==> config.mk <==
export PLATFORM = sky130hd
export DESIGN_NAME = cnt_sched_ctrl
export DESIGN_NICKNAME = d
export VERILOG_FILES = /design/src/rtl/cnt_sched_ctrl.sv
export SDC_FILE = /design/constraint.sdc
export NUM_CORES = 1
export LEC_CHECK = 0
export CORE_MARGIN = 10
export CORE_UTILIZATION = 36
export CTS_BUF_LIST = sky130_fd_sc_hd__clkbuf_16
export CTS_CLUSTER_SIZE = 12
export DETAILED_ROUTE_END_ITERATION = 10
export PLACE_DENSITY = 0.73
export SYNTH_ARGS = -nofsm -noshare
export SYNTH_HDL_FRONTEND = slang
export SYNTH_SLANG_ARGS = --single-unit
==> constraint.sdc <==
create_clock -name clk -period 1.4 [get_ports clk]
set_clock_uncertainty 0.1 [all_clocks]
set_input_delay 0.14 -clock clk [delete_from_list [all_inputs] [get_ports clk]]
set_output_delay 0.14 -clock clk [all_outputs]
set_load 0.01 [all_outputs]
==> src/rtl/cnt_sched_ctrl.sv <==
// Round-robin scheduler for a shared loadable up-counter: grants timed intervals to two requesters.
// Optional run-time counter checker (sticky err output) enabled by defining CNT_SCHED_CHECK_EN.
module cnt_sched_ctrl #(
   parameter int unsigned WIDTH = 5
) (
   input  logic             clk,
   input  logic             rst,
   input  logic             req0,
   input  logic [WIDTH-1:0] len0,
   input  logic             req1,
   input  logic [WIDTH-1:0] len1,
   input  logic             hold,
   output logic             gnt0,
   output logic             gnt1,
   output logic             done0,
   output logic             done1,
   output logic             busy,
   output logic [WIDTH-1:0] cnt_in,
   output logic             load,
   output logic             enab,
   input  logic [WIDTH-1:0] cnt_out
`ifdef CNT_SCHED_CHECK_EN
   ,
   output logic             err
`endif
);

   typedef enum logic [1:0] {
      IDLE = 2'd0,
      LOAD = 2'd1,
      RUN  = 2'd2,
      DONE = 2'd3
   } state_e;

   state_e           state_q, state_d;
   logic             owner_q, owner_d;
   logic             last_q, last_d;
   logic [WIDTH-1:0] len_q, len_d;
   logic             gnt0_q, gnt0_d;
   logic             gnt1_q, gnt1_d;
   logic             done0_q, done0_d;
   logic             done1_q, done1_d;
   logic             busy_q, busy_d;
   logic             load_q, load_d;
   logic             pick;
   logic             at_len;

   // The interval ends when the counter reaches the captured length.
   assign at_len = (cnt_out == len_q);

   // Next-state, arbitration and registered-output decode.
   always_comb begin
      state_d = state_q;
      owner_d = owner_q;
      last_d  = last_q;
      len_d   = len_q;
      pick    = 1'b0;
      unique case (state_q)
         IDLE: begin
            if (req0 || req1) begin
               pick    = (req0 && req1) ? ~last_q : req1;
               owner_d = pick;
               last_d  = pick;
               len_d   = pick ? len1 : len0;
               state_d = LOAD;
            end
         end
         LOAD: state_d = RUN;
         RUN: begin
            if (at_len) begin
               state_d = DONE;
            end
         end
         DONE: state_d = IDLE;
         default: state_d = IDLE;
      endcase

      gnt0_d  = (state_d == LOAD) && !owner_d;
      gnt1_d  = (state_d == LOAD) &&  owner_d;
      load_d  = (state_d == LOAD);
      done0_d = (state_d == DONE) && !owner_d;
      done1_d = (state_d == DONE) &&  owner_d;
      busy_d  = (state_d != IDLE);
   end

   always_ff @(posedge clk or negedge rst) begin
      if (!rst) begin
         state_q <= IDLE;
         owner_q <= 1'b0;
         last_q  <= 1'b1;
         len_q   <= '0;
         gnt0_q  <= 1'b0;
         gnt1_q  <= 1'b0;
         done0_q <= 1'b0;
         done1_q <= 1'b0;
         busy_q  <= 1'b0;
         load_q  <= 1'b0;
      end else begin
         state_q <= state_d;
         owner_q <= owner_d;
         last_q  <= last_d;
         len_q   <= len_d;
         gnt0_q  <= gnt0_d;
         gnt1_q  <= gnt1_d;
         done0_q <= done0_d;
         done1_q <= done1_d;
         busy_q  <= busy_d;
         load_q  <= load_d;
      end
   end

   assign gnt0   = gnt0_q;
   assign gnt1   = gnt1_q;
   assign done0  = done0_q;
   assign done1  = done1_q;
   assign busy   = busy_q;
   assign load   = load_q;
   assign cnt_in = '0;

   // Enable must react to the live counter value so the last tick stops exactly at len_q.
   assign enab = (state_q == RUN) && !hold && !at_len;

`ifdef CNT_SCHED_CHECK_EN
   logic [WIDTH-1:0] prev_cnt_q, prev_cnt_d;
   logic             prev_enab_q, prev_enab_d;
   logic             first_run_q, first_run_d;
   logic             err_q, err_d;
   logic             step_bad;
   logic             start_bad;

   // Counter must step by one after each enabled cycle and start from zero after a load.
   always_comb begin
      prev_cnt_d  = cnt_out;
      prev_enab_d = enab;
      first_run_d = (state_q == LOAD);
      step_bad    = (state_q == RUN) && prev_enab_q && (cnt_out != prev_cnt_q + WIDTH'(1));
      start_bad   = (state_q == RUN) && first_run_q && (cnt_out != '0);
      err_d       = err_q || step_bad || start_bad;
   end

   always_ff @(posedge clk or negedge rst) begin
      if (!rst) begin
         prev_cnt_q  <= '0;
         prev_enab_q <= 1'b0;
         first_run_q <= 1'b0;
         err_q       <= 1'b0;
      end else begin
         prev_cnt_q  <= prev_cnt_d;
         prev_enab_q <= prev_enab_d;
         first_run_q <= first_run_d;
         err_q       <= err_d;
      end
   end

   assign err = err_q;
`endif

endmodule

=== Word-level counts from Yosys, hierarchy flattened ===
Index checks and enable logic that the tools add are counted.

* Bits in registers: 15
* Input port bits: 20
* Output and inout bits: 12
* Word-level logic and storage cells: 38

* Equal/unequal tests: 6
* Muxes and demuxes: 7
* Bitwise logic cells: 1
* Reductions and logical operators: 14

{| class="wikitable"
|+ Operators with widths
! operator !! number
|-
| $pmux 2 s4 || 1
|-
| $logic_and 1x1->1 || 7
|-
| $eq 2x2->1 const B || 3
|-
| $eq 5x5->1 || 1
|-
| $mux 5 || 1
|-
| $eq 2x1->1 const B || 2
|-
| $mux 2 || 2
|-
| $logic_not 1->1 || 3
|-
| $mux 1 || 3
|-
| $logic_not 2->1 || 1
|-
| $reduce_and 2->1 || 1
|-
| $reduce_bool 2->1 || 1
|-
| $logic_or 1x1->1 || 1
|-
| $not 1->1 || 1
|}

=== Logic depth before layout (Yosys ltp) ===
Gate-level depths: netlist of the first run.

* Depth after elaboration: 6
* Mapped depth: 7
* Depth with buffers taken out: 7

=== Worst setup path after synthesis of the first run ===
Ideal clock, no wire load.

* Path kind: register -> register
* Start point: register state_q[0]
* End point: register gnt0_q (netlist: gnt0)
* Setup time: 134 ps
* Arrival: 1166 ps
* Required time: 1166 ps
* Setup slack: 0 ps
* Cell stages (with the launch flop): 7
* Buffers on the path: 0
* Clock period less this slack: 1400 ps
* Path through: dfrtp_1 -> inv_1 -> ha_1 -> o21ai_0 -> nand2_1 -> a41oi_2 -> nor3_1

* Word-level cells in the longest chain between the ends: 4
* Elaborated cells on any way between the ends: 11
* Those cells by class: eq/ne (4); mux (4); reduce/logical (3)

{| class="wikitable"
|+ RTL lines
! element !! line !! RTL
|-
| start: declaration || 35 || <nowiki>state_e state_q, state_d;</nowiki>
|-
| start signal: assignment || 99 || <nowiki>state_q <= state_d;</nowiki>
|-
| $eq 2x2->1, or another cell as far along || 58 || <nowiki>unique case (state_q)</nowiki>
|-
| $pmux 2 s4 or $mux 1 (tied branches) || 58 ||
|-
| $eq 2x1->1 or $logic_not 1->1 (tied branches) || 78 || <nowiki>gnt0_d = (state_d == LOAD) && !owner_d;</nowiki>
|-
| $logic_and 1x1->1 (*) || 78 ||
|-
| via gnt0_d || 39 || <nowiki>logic gnt0_q, gnt0_d;</nowiki>
|-
| end signal: assignment || 103 || <nowiki>gnt0_q <= gnt0_d;</nowiki>
|-
| end: declaration || 39 ||
|}

Mark *: on every way through the listed nets, which the timed path passes. The rest lies on a longest branch.
A chain may end at the register's enable or synchronous reset.

=== Worst setup path after layout of the first run ===
* Start point: register state_q[0]
* End point: register busy_q (netlist: busy)

* Word-level cells in the longest chain between the ends: 3
* Elaborated cells on any way between the ends: 8
* Those cells by class: eq/ne (3); mux (3); reduce/logical (2)

{| class="wikitable"
|+ RTL lines
! element !! line !! RTL
|-
| $eq 2x2->1, or another cell as far along || 58 ||
|-
| $pmux 2 s4 (*) || 58 ||
|-
| $reduce_bool 2->1 (*) || 83 || <nowiki>busy_d = (state_d != IDLE);</nowiki>
|-
| via busy_d || 43 || <nowiki>logic busy_q, busy_d;</nowiki>
|-
| end signal: assignment || 107 || <nowiki>busy_q <= busy_d;</nowiki>
|-
| end: declaration || 43 ||
|}

Marks and branches as above.

==> results of run 1 <==
-- Yosys cell counts --
cell type   n  area share, %
nor2_1      4            2.0
nor3_1      2            1.3
nand2b_1    2            1.7
dfstp_2     1            3.5
nor3_2      1            1.3
dfrtp_1    14             47
conb_1      1           0.50
o21ai_1     1           0.67
o21ai_0     7            4.7
a21boi_2    1            1.5
a41oi_2     1            2.2
buf_4       5            5.0
xor2_1      5            5.9
a21oi_1     2            1.3
a22oi_2     1            1.7
inv_1       5            2.5
ha_1        3            5.0
a31oi_1     1           0.84
nand2_1     9            4.5
mux2i_1     5            6.7
-- flip-flops by register name, indices dropped and copies added, names as in the netlist --
signal,cells
len_q,5
state_q,2
busy,1
done0,1
done1,1
gnt0,1
gnt1,1
last_q,1
load,1
owner_q,1
-- worst max path at each step --
| stage | slack [ns] | cells past startpoint | start | end |
|---|---|---|---|---|
| floorplan | 0.0002 | 6 | state_q[0]$_DFF_PN0_ | gnt0$_DFF_PN0_ |
| global placement | -0.37 | 5 | cnt_out[0] | enab |
| detailed placement | -0.43 | 5 | cnt_out[1] | enab |
| CTS | -0.09 | 7 | state_q[0]$_DFF_PN0_ | busy$_DFF_PN0_ |
| global route | -0.19 | 5 | state_q[0]$_DFF_PN0_ | enab |
| finish | -0.08 | 7 | state_q[0]$_DFF_PN0_ | busy$_DFF_PN0_ |
-- kinds of logic (layout without fill, tap and decap cells) --
family	after synthesis	count (layout)	share of synthesized area [%]
fa+ha+maj	3	3	5.034
other cells	1	5	0.5029
simple gates	18	18	10.90
compound gates	14	14	12.92
buf+inv	10	44	7.551
xor+xnor	5	5	5.872
mux	5	5	6.712
flops	15	15	50.50
-- metal layers --
layer | wire, um | global-route usage (%) | up-vias
met2 | 991 | 15.98 | 13
met4 | 23 | 5.615 | 0
met1 | 743 | 9.216 | 275
met3 | 58 | 2.203 | 2
met5 | 0 | 0 | -
li1 | - | - | 305
-- where the power goes --
part | switching [mW] | internal (mW) | total [mW]
Combinational | 0.601 | 0.628 | 1.23
Sequential | 0.104 | 0.643 | 0.747
Clock | 0.158 | 0.380 | 0.538
Total | 0.863 | 1.65 | 2.51
-- through the flow --
step | hold slack [ns] | util [%] | setup WS, ns
2_1_floorplan | -0.2556 | - | 0.0002063
3_3_place_gp | 0.3677 | 55.29 | -0.3721
3_5_place_dp | 0.3829 | 55.29 | -0.4276
4_1_cts | 0.1200 | 61.54 | -0.09376
5_1_grt | 0.1400 | 61.86 | -0.1854
6_report | 0.1129 | 61.86 | -0.08260
-- layout make-up --
cell class | count | area [um2]
clock inverter | 1 | 5.005
tap | 27 | 33.78
multi-input combinational | 50 | 375.4
clock buffer | 3 | 75.07
sequential | 15 | 376.6
fill | 173 | 748.2
inverter | 5 | 18.77
timing repair buffer | 35 | 329.1
-- repair_timing --
action	in CTS	in global routing
pin swaps	8	3
setup endpoints to repair	14	13
gates resized for setup	15	2
gates cloned	0	0
==> results.py, run 1 <==
metrics = {
    "worst_setup_path": {
        "cp.arrival_ns": 1.50,
        "r2r_end": "busy$_DFF_PN0_",
        "cp-start-kind": "flip-flop",
        "crit_fanout": 7,
        "worstSetupPathType": "reg2reg",
        "r2r_cells": 7,
        "cp_top_family": "compound AO/OA/AOI/OAI gates",
        "cp_data_required_time_ns": 1.42,
        "regToRegStartpoint": "state_q[0]$_DFF_PN0_",
        "reg2reg_slack_ns": -0.08,
        "critPathSlowestCell": "dfrtp_1",
        "critPathMaxStageDelay_ns": 0.36,
        "endpoint_kind": "flip-flop",
        "cp_cell_sequence": "inv_2, buf_6, ha_4, o21ai_1, nand2_1, a41oi_4, nand2b_1",
        "cp_num_buf_inv": 2,
    },
    "placed_design": {
        "gp_congestion": 0.6921,
        "place_inst": 132,
        "hpwlAfterDp_mm": 1.490,
        "port-buffer-count": 26,
        "placed_area_um2": 1085,
    },
    "cts": {
        "numCtsBuffers": 3,
        "clockRootBuffer": "clkbuf_16",
        "htreeDepth": 1,
        "cts_tree": "yes",
        "clk_pin_slew_ns": 0.05,
        "postCtsHoldBufs": 0,
        "post_cts_buffers": 0,
        "cts_sinks": 15,
        "clk_path_buf_depth": 2,
        "clk-insertion-delay-late_ns": 0.24,
    },
    "route": {
        "drt_iter0_markers": 14,
        "routed_via_density": 4.375,
        "drc": 0,
        "wl_mm": 1.816,
        "vias": 595,
        "routedWlPerCell_um": 13.35,
        "dr.pass1.iters": 5,
        "ant_nets": 0,
    },
    "finish": {
        "finalNonFillerCells": 136,
        "areaGrowthSynthToFinish_pct": 62.75,
        "fin_nets": 133,
        "antenna_cells": 0,
        "final_common_cell": "clkdlybuf4s50_1",
        "final_cell_mix": "clkdlybuf4s50_1, dfrtp_1, nand2_1",
        "drive_gt1_share_pct": 23.85,
        "final_cell_area_um2": 1214,
    },
    "power": {
        "power_mw": 2.514,
        "p_per_area_nw_per_um2": 2071,
        "leakage_nw": 0.5566,
        "peakVddDrop_mv": 1.182,
    },
    "yosys": {
        "yosysWarnings": 0,
        "netlist_instances": 71,
        "synth_seq_area_share_pct": 50.50,
        "synth_cell_types": 20,
        "synth_seq_cells": 15,
        "syn_area_um2": 745.7,
        "syn_area_per_cell_um2": 10.50,
    },
    "sta": {
        "worst_slack_ns": -0.08260,
        "setup_viol_count_final": 8,
        "report.final.slew_viol_count": 0,
        "hold_viol": 0,
        "tns_ns": -0.6018,
        "period_share_pct": 105.9,
        "fin_crit_ns": 1.483,
        "max_freq_ghz": 0.6745,
        "rsz0062_at_grt": "true",
    },
    "run": {
        "max-cap-violations": 0,
    },
    "floorplanning": {
        "die_height_um": 65.51,
        "die_w_um": 65.51,
        "core_area_um2": 1962,
        "rows": 16,
        "die-area_um2": 4292,
        "start_util_pct": 38.01,
        "ios": 32,
    },
    "worst_hold_path": {
        "hold_path_class": "in2async",
    },
    "grt": {
        "grt_start_max_net_pins": 16,
        "antenna_found_initial": 0,
        "track_usage_pct": 8.981,
        "grt_pass1_vias": 657,
        "grt_overflow": 0,
        "grt_pass1_wl_mm": 2.973,
    },
    "status": {
        "violations": "setup timing",
        "status": "complete, but fails checks",
    },
}
Note: power is estimated with default switching activity, not from simulation.
==> run 2, diff against run 1 <==
CORE_UTILIZATION = 38   (was 36)
CTS_BUF_LIST = sky130_fd_sc_hd__clkbuf_8   (was sky130_fd_sc_hd__clkbuf_16)
PLACE_DENSITY = 0.76   (was 0.73)
==> run 2 against run 1 <==
Effect of this change: the run still ends with setup timing left; sequential share of layout area shrank 2.2 points; critical path type is now reg2out; first-iteration DRC count shrank 71%; final cell count grew 5.1%; total power grew 6.2%; global-route usage grew 0.62 points; sequential power grew 1%; worst setup slack lost 0.034 ns; combinational power grew 28%; wire length grew 6.4%; via count grew 7.9%; non-clock buffer count grew 9.
==> results.py, run 2 (synthesis results as in run 1) <==
metrics = {
    "sta": {
        "max_freq_ghz": 0.6592,
        "period_share_pct": 108.4,
        "whs_ns": 0.1089,
        "fin_crit_ns": 1.517,
        "rsz0062_at_grt": "true",
        "hold_viol": 0,
        "setup_viol_count_final": 8,
        "report.final.slew_viol_count": 0,
        "worst_slack_ns": -0.1170,
    },
    "finish": {
        "areaGrowthSynthToFinish_pct": 75.34,
        "fillers": 131,
        "largest_reg_flops": 5,
        "drive_gt1_share_pct": 37.29,
        "fin_util_pct": 72.57,
        "regMostFlops": "len_q",
        "final_common_cell": "clkdlybuf4s50_1",
        "final_cell_mix": "clkdlybuf4s50_1, dfrtp_1, buf_4",
        "fin_nets": 142,
        "antenna_cells": 0,
        "top_regs": "len_q (5), state_q (2)",
    },
    "grt": {
        "antenna_found_initial": 0,
        "grt_overflow": 0,
        "grt_start_max_net_pins": 16,
        "grt_pass1_wl_mm": 3.222,
        "grt_pass1_vias": 703,
        "track_usage_pct": 9.596,
    },
    "route": {
        "drc": 0,
        "ant_nets": 0,
        "wl_mm": 1.933,
        "routedWlPerCell_um": 13.52,
        "vias": 642,
        "routed_via_density": 4.490,
        "dr.pass1.iters": 2,
        "drt_iter0_markers": 4,
    },
    "status": {
        "violations": "setup timing",
        "status": "complete, but fails checks",
    },
    "worst_setup_path": {
        "cp-start-kind": "flip-flop",
        "endpoint_kind": "output pin",
        "cp.arrival_ns": 1.28,
        "worstSetupPathType": "reg2out",
        "cp_data_required_time_ns": 1.16,
        "crit_fanout": 2,
    },
    "power": {
        "peakVddDrop_mv": 1.364,
        "power_mw": 2.669,
        "p_per_area_nw_per_um2": 2041,
        "leakage_nw": 0.6110,
    },
    "placed_design": {
        "gp_congestion": 0.6998,
        "hpwlAfterDp_mm": 1.398,
        "port-buffer-count": 26,
    },
    "cts": {
        "numCtsBuffers": 3,
        "clk_pin_slew_ns": 0.06,
        "clk-insertion-delay-late_ns": 0.24,
        "htreeDepth": 1,
        "cts_sinks": 15,
        "clk_path_buf_depth": 2,
        "cts_tree": "yes",
        "clockRootBuffer": "clkbuf_8",
    },
    "worst_hold_path": {
        "hold_path_class": "in2async",
    },
    "floorplanning": {
        "die_w_um": 64.30,
        "start_util_pct": 41.39,
        "ios": 32,
        "die_height_um": 64.30,
        "rows": 15,
        "die-area_um2": 4134,
        "core_area_um2": 1802,
    },
    "run": {
        "max-cap-violations": 0,
    },
}
run 2: cell types whose count changed in the layout (fill, tap and decap cells not counted), moves of 2 or more:
cell,change
buf_4,+6
o21ai_2,+2
o21ai_0,-6
clkbuf_8,+3
nand2_1,-4
clkbuf_16,-3
o21ai_1,+3
nand2_2,+3
buf_6,+3
run 2: routing by layer:
metal / wire, um / vias up / global-route usage, %
li1: - / 323 / -
met1: 803 / 300 / 10.75
met2: 1038 / 17 / 16.63
met3: 70 / 2 / 2.613
met4: 21 / 0 / 4.011
met5: 0 / - / 0
run 2: cell type report:
cell class	count	area (um2)	share of cell area, %
Clock inverter	1	5.005	0.3828
Sequential cell	15	376.6	28.80
Clock buffer	3	41.29	3.158
Tap cell	25	31.28	2.392
Inverter	5	18.77	1.435
Timing Repair Buffer	44	410.4	31.39
Multi-Input combinational cell	50	424.2	32.44
run 2: path summary, 6_finish.rpt:
kind	from	to	slack, ns	cells past startpoint
max in group asynchronous	rst	last_q$_DFFE_PN1P_	0.85	2
max	len_q[3]$_DFFE_PN0P_	enab	-0.12	4
min	rst	len_q[3]$_DFFE_PN0P_	0.11	2
max reg2reg	state_q[0]$_DFF_PN0_	gnt0$_DFF_PN0_	-0.12	7
min reg2reg	len_q[1]$_DFFE_PN0P_	len_q[1]$_DFFE_PN0P_	0.41	2
min in group clk	req1	last_q$_DFFE_PN1P_	0.26	3
run 2: critical path, stage by stage, from the launching register on:
cell and delay, ns:
dfrtp_1 0.39, xor2_1 0.17, nor3_2 0.23, a21oi_1 0.10
buf_2 0.15
run 2: per-stage QoR:
| step | TNS (ns) | setup WS, ns | cells | cell area (um2) |
|---|---|---|---|---|
| after floorplan | 0 | 0.0002063 | 75 | 760.7 |
| after global placement | -3.138 | -0.3870 | 132 | 1097 |
| after detailed placement | -3.506 | -0.4202 | 132 | 1097 |
| after CTS | -0.7800 | -0.1135 | 139 | 1220 |
| after global routing | -1.409 | -0.1911 | 143 | 1308 |
| final | -0.8375 | -0.1170 | 143 | 1308 |
run 2: report_power, final:
part	internal [mW]	switching [mW]
clock	0.196	0.143
sequential	0.642	0.114
combinational	0.843	0.731
run 2: timing repair:
action | 4_1_cts | 5_1_grt
hold buffers | 0 | 0
resized for setup | 20 | 21
pin swaps | 11 | 8
gates cloned | 1 | 0
buffers inserted | 2 | 4
endpoints found under the setup margin | 13 | 13
hold endpoints to repair | 0 | 0
